===== src/rtl/uart_tx_arb.sv =====
// Round-robin sequencer that shares one UART transmitter among N_REQ clients,
// with an enforced inter-frame gap and a watchdog that aborts a hung frame.
module uart_tx_arb #(
  parameter int N_REQ       = 4,
  parameter int DW          = 9,
  parameter int BPS_CNT     = 434,
  parameter int GAP_CYC     = BPS_CNT,
  parameter int TIMEOUT_CYC = BPS_CNT * 12,
  localparam int IDW        = $clog2(N_REQ)
) (
  input  logic                  uclk,
  input  logic                  rst_n,
  input  logic [N_REQ-1:0]      req,
  input  logic [N_REQ*DW-1:0]   req_data,
  output logic [N_REQ-1:0]      gnt,
  output logic                  tx_start,
  output logic [DW-1:0]         tx_data,
  input  logic                  tx_done,
  output logic [IDW-1:0]        cur_id,
  output logic                  arb_busy,
  output logic                  timeout_err
);

  localparam int CNT_MAX = (TIMEOUT_CYC > GAP_CYC) ? TIMEOUT_CYC : GAP_CYC;
  localparam int CW      = $clog2(CNT_MAX + 1);

  typedef enum logic [1:0] {IDLE, START, WAIT_DONE, GAP} state_t;

  state_t         r_state;
  logic [IDW-1:0] r_lastGnt;
  logic [CW-1:0]  r_cnt;

  logic [DW-1:0]  w_reqWords [N_REQ];
  logic           w_anyReq;
  logic [IDW-1:0] w_win;
  logic [IDW-1:0] w_idx;
  logic [DW-1:0]  w_winData;
  logic [CW-1:0]  w_cntNext;
  int             w_sum;

  for (genvar g = 0; g < N_REQ; g++) begin : g_words
    assign w_reqWords[g] = req_data[g*DW +: DW];
  end

  assign w_cntNext = r_cnt + CW'(1);

  // Search starts one past the last winner and wraps, so every active client
  // is reached within N_REQ frames.
  always_comb begin
    w_anyReq  = 1'b0;
    w_win     = '0;
    w_winData = '0;
    w_sum     = 0;
    w_idx     = '0;
    for (int k = 1; k <= N_REQ; k++) begin
      w_sum = int'(r_lastGnt) + k;
      if (w_sum >= N_REQ) w_sum = w_sum - N_REQ;
      w_idx = IDW'(w_sum);
      if (!w_anyReq && req[w_idx]) begin
        w_anyReq  = 1'b1;
        w_win     = w_idx;
        w_winData = w_reqWords[w_idx];
      end
    end
  end

  always_ff @(posedge uclk or negedge rst_n) begin
    if (!rst_n) begin
      r_state     <= IDLE;
      r_lastGnt   <= IDW'(N_REQ - 1);
      r_cnt       <= '0;
      gnt         <= '0;
      tx_start    <= 1'b0;
      tx_data     <= '0;
      cur_id      <= '0;
      arb_busy    <= 1'b0;
      timeout_err <= 1'b0;
    end else begin
      gnt         <= '0;
      tx_start    <= 1'b0;
      timeout_err <= 1'b0;
      case (r_state)
        IDLE: begin
          if (w_anyReq) begin
            cur_id    <= w_win;
            r_lastGnt <= w_win;
            tx_data   <= w_winData;
            gnt       <= N_REQ'(1) << w_win;
            tx_start  <= 1'b1;
            arb_busy  <= 1'b1;
            r_state   <= START;
          end
        end
        START: begin
          r_cnt   <= '0;
          r_state <= WAIT_DONE;
        end
        // The abort is decided on the edge the count reaches its terminal
        // value, so the pulse lands TIMEOUT_CYC cycles after tx_start; a
        // tx_done sampled on that same edge wins.
        WAIT_DONE: begin
          r_cnt <= w_cntNext;
          if (tx_done || (w_cntNext == CW'(TIMEOUT_CYC - 1))) begin
            timeout_err <= ~tx_done;
            r_cnt       <= '0;
            if (GAP_CYC == 0) begin
              r_state  <= IDLE;
              arb_busy <= 1'b0;
            end else begin
              r_state <= GAP;
            end
          end
        end
        GAP: begin
          if (r_cnt == CW'(GAP_CYC - 1)) begin
            r_cnt    <= '0;
            r_state  <= IDLE;
            arb_busy <= 1'b0;
          end else begin
            r_cnt <= w_cntNext;
          end
        end
        default: begin
          r_state  <= IDLE;
          arb_busy <= 1'b0;
        end
      endcase
    end
  end

endmodule


===== config.mk =====
export PLATFORM = sky130hd
export DESIGN_NAME = uart_tx_arb
export DESIGN_NICKNAME = d
export VERILOG_FILES = /design/src/rtl/uart_tx_arb.sv
export SDC_FILE = /design/constraint.sdc
export NUM_CORES = 1
export LEC_CHECK = 0
export ABC_CLOCK_PERIOD_IN_PS = 2900
export CAP_MARGIN = 30
export CORE_ASPECT_RATIO = 0.8
export CORE_UTILIZATION = 46
export DETAILED_ROUTE_END_ITERATION = 8
export PLACE_DENSITY = 0.73
export SLEW_MARGIN = 15
export SYNTH_ARGS = -nofsm -noshare
export SYNTH_HDL_FRONTEND = slang
export SYNTH_SLANG_ARGS = --single-unit
export TNS_END_PERCENT = 50

===== constraint.sdc =====
create_clock -name uclk -period 2.9 [get_ports uclk]
set_input_delay 0.58 -clock uclk [delete_from_list [all_inputs] [get_ports uclk]]
set_output_delay 0.58 -clock uclk [all_outputs]
set_load 0.005 [all_outputs]

==> impl_metrics.ini <==
[layout]
nFillCells = 518
drive_gt1_frac = 0.1513
fin_util = 0.6219
final_nets = 438
multi_input_area_mm2 = 0.001833
final_common_cell = clkdlybuf4s50_1
antenna_cells = 0
seq_area_um2 = 879.6
syn2layout_area_growth_pct = 29.16
layout_common_cells = 59 x clkdlybuf4s50_1, 32 x dfrtp_1, 31 x nand2_1

[logic_synthesis]
synth-async-reset-ratio = 1.000
synth_ff_type = dfrtp_1
netlist-cell-type-count = 66
syn_area_mm2 = 0.002861
ys_seq_elements = 35
yosys_warnings = 0
syn_inst = 330
synth_top_cell_area_share = 0.2886
avgSynthCellArea_um2 = 8.671
synth_top_cell_by_area = dfrtp_1
synth_edf_count = 0
yosysSeqAreaShare = 0.3070
syn_nets = 379
synthTopCellsByArea = dfrtp_1 29%, mux2i_1 8.4%, mux2_2 5.9%, nand2_1 4.1%, nor2_1 3.8%

[clock_tree]
cts-root-buf = clkbuf_8
clock_path_buffers = 2
cts_tree = built
insertion_delay_ns = 0.29
numCtsBuffers = 5
clkTransAtPathRegs_ns = 0.07
htreeDepth = 2
clock-sinks = 35
hold_buffers = 0

[placed_design]
hpwl_um = 5533
finalWeightedCongestion = 0.8441
io_buffer_count = 60

[drt]
wl_per_cell_um = 15.64
post_drt_via_cell_ratio = 5.749
dr.pass1.iters = 4
wirelength_um = 7366
drt_first_iter_violations = 203
vias = 2708
drc = 0
ant_nets = 0

[timing]
slew_violations = 0
tightest_slew_ns = 0.7678
hold_viol = 0
whs_ns = 0.3643
fmax_mhz = 368.4
setup_viol = 0
rsz0062_at_grt = no
finalCriticalPeriod_ns = 2.715
fin_skew_ns = 0.007830
fin_tns_setup_ns = 0
relSlewSlack = 0.4882
finalCritPeriodShare = 0.9361

[setup_path]
endpoint = r_cnt[11]
r2r_end = r_cnt[11]
cpPeakStageDelay_ns = 0.54
rr_worst_depth = 8
crit_fanout = 8
cp-end-kind = flop
critPathSlowestCell = or4_4
crit_chain = ha_2 -> nand3_4 -> nor4_4 -> xnor2_1 -> or4_4 -> o31ai_4 -> o21bai_1 -> mux2_2
reg2reg_slack_ns = 0.19
crit_required_ns = 3.07
regToRegStartpoint = r_cnt[1]
critPathLaunch = r_cnt[1]
cp.arrival_ns = 2.89
worstSetupPathType = reg2reg
cp-start-kind = flop

[global_routing]
grtUsageTotal = 0.2268
grt_pass1_wl_um = 11920
grt_max_degree = 45
grt_overflow = 0
grt_antenna_before_repair = 0
grt_pass1_vias = 2504

[hold_path]
min-delay-path-class = in2async

[floorplanning]
design.core.area_mm2 = 0.005943
start_util = 0.4815
die_x_um = 90.18
rows = 25
die-area_mm2 = 0.006542
chipHeight_um = 72.55
io_pins = 61

[power_and_ir_drop]
ir_worst_vdd_v = 0.0003922
p_total_mw = 2.860
cellPowerDensity_mw_per_mm2 = 773.8
leakage_nw = 1.607

[run]
maxCapViolCount = 0

[status]
status = finished, final reports clean
metrics by stage:
step / instance area [um^2] / setup slack (ns) / instances
after global placement: 3580 / 0.08858 / 463
after CTS: 3692 / 0.06792 / 471
after global routing: 3696 / 0.06655 / 471
final: 3696 / 0.1853 / 471
after detailed placement: 3580 / 0.07094 / 463
after floorplan: 2861 / 0.2991 / 330
worst max-delay path: cells and delay by family (launching register included):
family	cells	cell delay [ns]
and+or+nand+nor	3	0.96
DFF	1	0.41
xor gates and xnor gates	1	0.13
AOI/OAI and AO/OA	2	0.55
muxes	1	0.29
adders and majority gates	1	0.26
cell families (layout without fill, tap and decap cells):
group / after synthesis / in the layout / share of synthesized area
xor+xnor: 3 / 3 / 0.009184
compound gates: 94 / 94 / 0.2313
flops: 35 / 35 / 0.3070
mux: 41 / 41 / 0.1561
fa+ha+maj: 6 / 6 / 0.02623
buf+inv: 37 / 97 / 0.05334
simple gates: 114 / 114 / 0.2169
timing repair:
action                                  in CTS  in global routing
gates resized for setup                      0                  2
buffers inserted                             0                  0
endpoints found under the setup margin       0                  9
flip-flops by register name, indices dropped and copies added (netlist names):
name         count
tx_data          9
timeout_err      1
r_lastGnt        2
gnt              4
r_state          2
cur_id           2
arb_busy         1
r_cnt           13
tx_start         1
synth_stat cells (all sizes together), types with 3 or more instances:
| library cell | number |
|---|---|
| o21bai | 4 |
| mux2i | 24 |
| nor3b | 5 |
| a21o | 9 |
| o21ai | 23 |
| nand3 | 6 |
| mux2 | 16 |
| nor3 | 8 |
| clkbuf | 13 |
| o22ai | 10 |
| nor4 | 4 |
| a2111oi | 7 |
| o21a | 3 |
| inv | 15 |
| and3 | 3 |
| or4 | 3 |
| dfrtp | 33 |
| buf | 9 |
| nor2 | 29 |
| ha | 6 |
| nand2b | 5 |
| and3b | 3 |
| nand2 | 32 |
| a21oi | 12 |
| a22oi | 3 |
| and2 | 3 |
| o32ai | 3 |
| o31ai | 3 |
| a2bb2oi | 7 |
routing by layer:
layer | part of all wire | GRT usage | up-vias | routed length (um)
met1 | 0.48 | 0.3173 | 1294 | 3538
li1 | - | - | 1342 | -
met2 | 0.48 | 0.3664 | 61 | 3530
met3 | 0.032 | 0.03669 | 11 | 235
met5 | 0 | 0 | - | 0
met4 | 0.0083 | 0.06093 | 0 | 61
report_power, final:
part / switching, mW / total, mW / internal, mW
combinational: 0.818 / 1.64 / 0.819
sequential: 0.150 / 0.785 / 0.634
clock: 0.182 / 0.438 / 0.256
cell type report:
class | instances | area share
clock buffer | 5 | 0.01862
sequential | 35 | 0.2380
inverter | 15 | 0.01523
tap | 81 | 0.02742
timing repair buffer | 74 | 0.1930
clock inverter | 3 | 0.01185
multi-input combinational | 258 | 0.4959
worst min path at each step:
stage               depth (start not counted)  slack, ns    endpoint
detailed placement                          2       0.47  tx_data[6]
CTS                                         1       0.39    r_cnt[8]
finish                                      1       0.36    r_cnt[0]
floorplan                                   0       0.28    arb_busy
global route                                1       0.41    r_cnt[0]
global placement                            2       0.46  tx_data[6]
Note: power is estimated with default switching activity, not from simulation.
==> patch 1 (same settings) <==
Make the reset (`rst_n`) synchronous in one clocked block.
--- a/src/rtl/uart_tx_arb.sv
+++ b/src/rtl/uart_tx_arb.sv
@@ -64,7 +64,7 @@
     end
   end
 
-  always_ff @(posedge uclk or negedge rst_n) begin
+  always_ff @(posedge uclk) begin
     if (!rst_n) begin
       r_state     <= IDLE;
       r_lastGnt   <= IDW'(N_REQ - 1);
Check against the original RTL: differs if rst_n is asserted again (counterexample within 4 cycles, from zero or initial values and one cycle with rst_n low); with rst_n held inactive, the same outputs for 10 cycles.
==> patch 1 against the original RTL <==
  * Synthesized cell count grew 10%
  * Wire length grew 9.0%
  * Cell area shrank 0.24%
  * Global-route usage grew 2.3 points
  * Power grew 2.8%
  * Critical endpoint is now r_cnt[10]
  * Sequential share of layout area shrank 4.7 points
  * Sequential cell count is the same
  * Utilization shrank 0.47 points
  * Critical path type unchanged
  * Worst setup slack lost 0.053 ns
  * Area after synthesis grew 0.13%
==> patch 1: results (changes against the original RTL) <==
Global route
  • Initial antenna violation count: 0 (unchanged)
  • GRT Resource Usage Total: 24.9% (was 22.7%)
  • Largest net degree at the start of global routing: 54 (was 45)
  • Vias in the first global route: 2795 (was 2504)
  • First-pass GRT wire length: 13400 um (was 11900 um)

Pwr
  • Max VDD drop: 560 uV (was 392 uV)
  • Leak: 0.00136 uW (was 0.00161 uW)

Worst hold path
  • WHS Endpoint: cur_id[0]
  • HP Class: register to register (was input port to async pin)

Cells and area
  • Largest registers: r_cnt: 13 flops, tx_data: 9 flops, gnt: 4 flops (unchanged)
  • Number of inserted diodes: 0 (unchanged)
  • Number of fill cells: 511 (was 518)
  • Proportion of layout cells with a drive suffix above 1: 16.3% (was 15.1%)
  • NumNets Final: 465 (was 438)

Synthesis
  • Xor/xnor share of the synthesized area: 1.22% (was 0.918%)
  • Ys async rst share: 0% (was 100%)
  • Synth top area cells: dfxtp_1 24%, mux2_2 10%, a21oi_1 5.6%, nand2_1 5.0%, o21ai_0 4.0% (was dfrtp_1 29%, mux2i_1 8.4%, mux2_2 5.9%, nand2_1 4.1%, nor2_1 3.8%)
  • Synth Area in Adders: 2.62% (about the same)
  • Mux cell area share after synthesis: 14.6% (was 15.6%)
  • Sequential area share after synthesis: 24.5% (was 30.7%)
  • Synth Area in Compound Gates: 31.0% (was 23.1%)
  • Syn Nets: 413 (was 379)
  • Syn. warnings: 0 (unchanged)
  • Netlist cell types: 56 (was 66)
  • Most frequent cells after synthesis: 38 x nand2_1, 35 x dfxtp_1, 32 x a21oi_1 (was 33 x dfrtp_1, 31 x nand2_1, 29 x nor2_1)

Detailed routing
  • Via density: 6.12 (was 5.75)
  • First-pass detailed-route iteration total: 5 (was 4)
  • DRT iter0 DRCs: 229 (was 203)
  • Drt total wl: 8030 um (was 7370 um)

Clocking
  • Clk root buf: clkbuf_8 (unchanged)
  • CTS Buffer Depth: 2 (unchanged)
  • Setup Fix Bufs, Post-CTS: 0 (unchanged)
  • Max H-tree Level: 2 (unchanged)
  • Clk_lat worst skew: 0.30 ns
  • Post-CTS Resized: 0 (unchanged)
  • Clk slew on worst S/H paths: 0.08 ns

Placement
  • Global placement routability congestion: 0.855 (was 0.844)
  • PortBufs: 60 (unchanged)
  • Post-DP HPWL: 5810 um (was 5530 um)

Timing
  • Setup Skew: 0.00580 ns (was 0.00783 ns)
  • Worst hold slack: 0.474 ns (was 0.364 ns)
  • Slew margin rel.: 33.6% (was 48.8%)
  • Max-slew violation count: 0 (unchanged)

Setup path
  • R2R depth: 7 (was 8)
  • Maximum fanout along the worst path: 10 (was 8)
  • Reg2reg end: r_cnt[10] (was r_cnt[11])
  • Reg2reg setup slack: 0.13 ns (was 0.19 ns)
  • RR Startpoint: r_cnt[1] (unchanged)
  • Arr. time, crit path: 2.94 ns (was 2.89 ns)

Status
  • Status: finished, final reports clean (unchanged)

Floorplanning
  • Die X: 90.2 um (about the same)
==> patch 1: cell count changes in the layout (fill, tap and decap cells not counted), moves of 8 or more <==
cell	unedited run	this run
a21oi_1	12	32
dfrtp_1	32	0
a221oi_1	1	10
o221ai_1	0	9
dfxtp_1	0	33
o221a_2	0	8
mux2i_1	24	11
mux2_2	15	26
==> patch 1: layout make-up <==
| class | count | area, um^2 | share of cell area (%) |
|---|---|---|---|
| multi-input combinational | 290 | 2010 | 54.5 |
| sequential | 35 | 703 | 19.1 |
| timing repair buffer | 72 | 691 | 18.7 |
| tap | 81 | 101 | 2.75 |
| clock buffer | 5 | 68.8 | 1.87 |
| clock inverter | 3 | 67.6 | 1.83 |
| inverter | 12 | 45.0 | 1.22 |
==> patch 1: worst max path at each step <==
| stage | from | end | cells after the start |
|---|---|---|---|
| 2_1_floorplan | req[3] | tx_data[1] | 7 |
| 3_3_place_gp | req[3] | tx_data[6] | 6 |
| 3_5_place_dp | req[3] | tx_data[1] | 7 |
| 4_1_cts | r_cnt[0] | r_state[1] | 7 |
| 5_1_grt | r_cnt[0] | r_cnt[12] | 7 |
| 6_report | r_cnt[1] | r_cnt[10] | 7 |
==> patch 1: where the power goes <==
| group | switching [uW] | internal (uW) |
|---|---|---|
| sequential | 134 | 591 |
| combinational | 864 | 806 |
| clock | 201 | 343 |
| total | 1200 | 1740 |
==> patch 1: worst max-delay path, cell delays in order (launching register included) <==
cell      delay, ns
dfxtp_1        0.49
ha_1           0.31
inv_1          0.11
or4_1          0.41
a221oi_1       0.52
o211ai_4       0.24
a21oi_2        0.41
o21ai_0        0.15
==> patch 1: cells by family (layout without fill, tap and decap cells) <==
logic type               count (synthesis)  count (layout)
AO/OA/AOI/OAI                          126             126
adder cells (fa/ha/maj)                  6               6
AND/OR/NAND/NOR                        116             116
flip-flops                              35              35
multiplexers                            38              38
XOR/XNOR                                 4               4
buffers and inverters                   39              92
==> patch 1: layer usage <==
metal  up-vias  GRT usage (%)  part of all wire (%)
li1       1491              -                     -
met1      1451           34.6                    49
met2        94           40.3                    45
met3        12           4.17                   4.9
met4         0           7.17                   1.3
met5         -              0                     0
==> patch 1: through the flow <==
step / power, uW / cells / instance area (um^2) / utilization [%] / worst slack [ns]
6_report: 2940 / 498 / 3690 / 61.7 / 0.132
5_1_grt: 3140 / 498 / 3690 / 61.7 / 0.0356
4_1_cts: 2930 / 498 / 3690 / 61.7 / 0.206
3_5_place_dp: 2380 / 490 / 3550 / 59.4 / 0.0462
3_3_place_gp: 2320 / 490 / 3550 / 59.4 / 0.205
2_1_floorplan: 1850 / 364 / 2870 / - / 0.577
==> patch 2 (same settings) <==
Made on the original files. Change the parameter `BPS_CNT` from 434 to 868.
--- a/src/rtl/uart_tx_arb.sv
+++ b/src/rtl/uart_tx_arb.sv
@@ -3,7 +3,7 @@
 module uart_tx_arb #(
   parameter int N_REQ       = 4,
   parameter int DW          = 9,
-  parameter int BPS_CNT     = 434,
+  parameter int BPS_CNT     = 868,
   parameter int GAP_CYC     = BPS_CNT,
   parameter int TIMEOUT_CYC = BPS_CNT * 12,
   localparam int IDW        = $clog2(N_REQ)
Behaviour: no difference found for any inputs over 10 cycles, from zero or initial values and one cycle with rst_n low; that may be too few to reach the edited logic, so the function may still have changed.
==> patch 2 against the original RTL <==
  * Sequential share of layout area increased by 0.28 points
  * Clock skew grew 0.0024 ns
  * Non-clock buffer count up 3
  * Power is 4.6% higher
  * Cell area is 1.5% higher
  * Worst setup slack gained 0.097 ns
  * Sequential cell count grew 1
  * Wire length increased by 5.9%
  * Area after synthesis up 2.2%
  * Critical path type unchanged
  * Critical endpoint is now r_state[1]
==> patch 2: results (changes against the original RTL) <==
Status
  • Status: finished, final reports clean (unchanged)

Synthesis
  • Synth Area in Compound Gates: 22.8% (was 23.1%)
  • Mux cell area share after synthesis: 16.0% (was 15.6%)
  • Synth top area cells: dfrtp_1 29%, mux2i_1 7.5%, mux2_2 4.2%, mux4_2 3.9%, nand2_1 3.3% (was dfrtp_1 29%, mux2i_1 8.4%, mux2_2 5.9%, nand2_1 4.1%, nor2_1 3.8%)
  • Xor/xnor share of the synthesized area: 0.899% (was 0.918%)
  • Syn Nets: 383 (was 379)
  • Netlist cell types: 62 (was 66)
  • Sequential area share after synthesis: 30.9% (was 30.7%)
  • Synth Area in Adders: 2.14% (was 2.62%)

Placement
  • Cell Area, Placed: 3640 um^2 (was 3580 um^2)
  • Pre-CTS WS: 0.200 ns (was 0.0709 ns)
  • Post-DP HPWL: 5640 um (was 5530 um)
  • Placed insts: 468 (was 463)
  • Global placement routability congestion: 0.870 (was 0.844)

Detailed routing
  • DRT iter0 DRCs: 205 (was 203)
  • DR vias: 2854 (was 2708)
  • First-pass detailed-route iteration total: 5 (was 4)

Setup path
  • CP peak stage delay: 0.44 ns (was 0.54 ns)
  • Reg2reg setup slack: 0.28 ns (was 0.19 ns)
  • R2R depth: 7 (was 8)
  • CP delay by family, top: compound AO/OA/AOI/OAI gates (was simple AND/OR/NAND/NOR gates)
  • Worst path slowest cell: dfrtp_1 (was or4_4)

Cells and area
  • FFs & Latches: 36 (was 35)
  • Largest registers: r_cnt: 14 flops, tx_data: 9 flops, gnt: 4 flops (was r_cnt: 13 flops, tx_data: 9 flops, gnt: 4 flops)
  • Sequential cell area: 903 um^2 (was 880 um^2)
  • Signal buf overhead: 19.2% (was 19.3%)
  • Multi-input gates: 259 (was 258)
  • Proportion of layout cells with a drive suffix above 1: 13.9% (was 15.1%)
  • Proportion of cell area occupied by registers: 24.1% (was 23.8%)
  • NumNets Final: 443 (was 438)
  • Synth-to-Final Area Change: 28.3% (was 29.2%)
  • Final Non-Filler Cells: 477 (was 471)
  • Number of fill cells: 513 (was 518)
  • Inverters: 16 (was 15)

Global route
  • First-pass GRT wire length: 13200 um (was 11900 um)
  • GRT Resource Usage Total: 24.7% (was 22.7%)

Timing
  • Slew margin rel.: 43.9% (was 48.8%)
  • Setup Skew: 0.0102 ns (was 0.00783 ns)
  • Worst hold slack: 0.381 ns (was 0.364 ns)

Pwr
  • Max VDD drop: 389 uV (was 392 uV)
## patch 2: power breakdown
| part | internal, uW | switching, uW |
|---|---|---|
| Clock | 255 | 207 |
| Combinational | 877 | 825 |
| Sequential | 656 | 170 |
| Total | 1790 | 1200 |
## patch 2: cell families (layout without fill, tap and decap cells)
| family | count (synthesis) | count (layout) |
|---|---|---|
| flip-flops | 36 | 36 |
| multiplexers | 39 | 39 |
| XOR/XNOR | 3 | 3 |
| AO/OA/AOI/OAI | 94 | 94 |
| buffers and inverters | 40 | 101 |
| AND/OR/NAND/NOR | 118 | 118 |
| adder cells (fa/ha/maj) | 5 | 5 |
## patch 2: per-layer routing
metal,wire length [um],global-route usage (%),up-vias
met2,3230,35.8,114
met5,0,0,-
met3,468,3.21,11
li1,-,-,1376
met1,4030,38.6,1353
met4,76,6.70,0
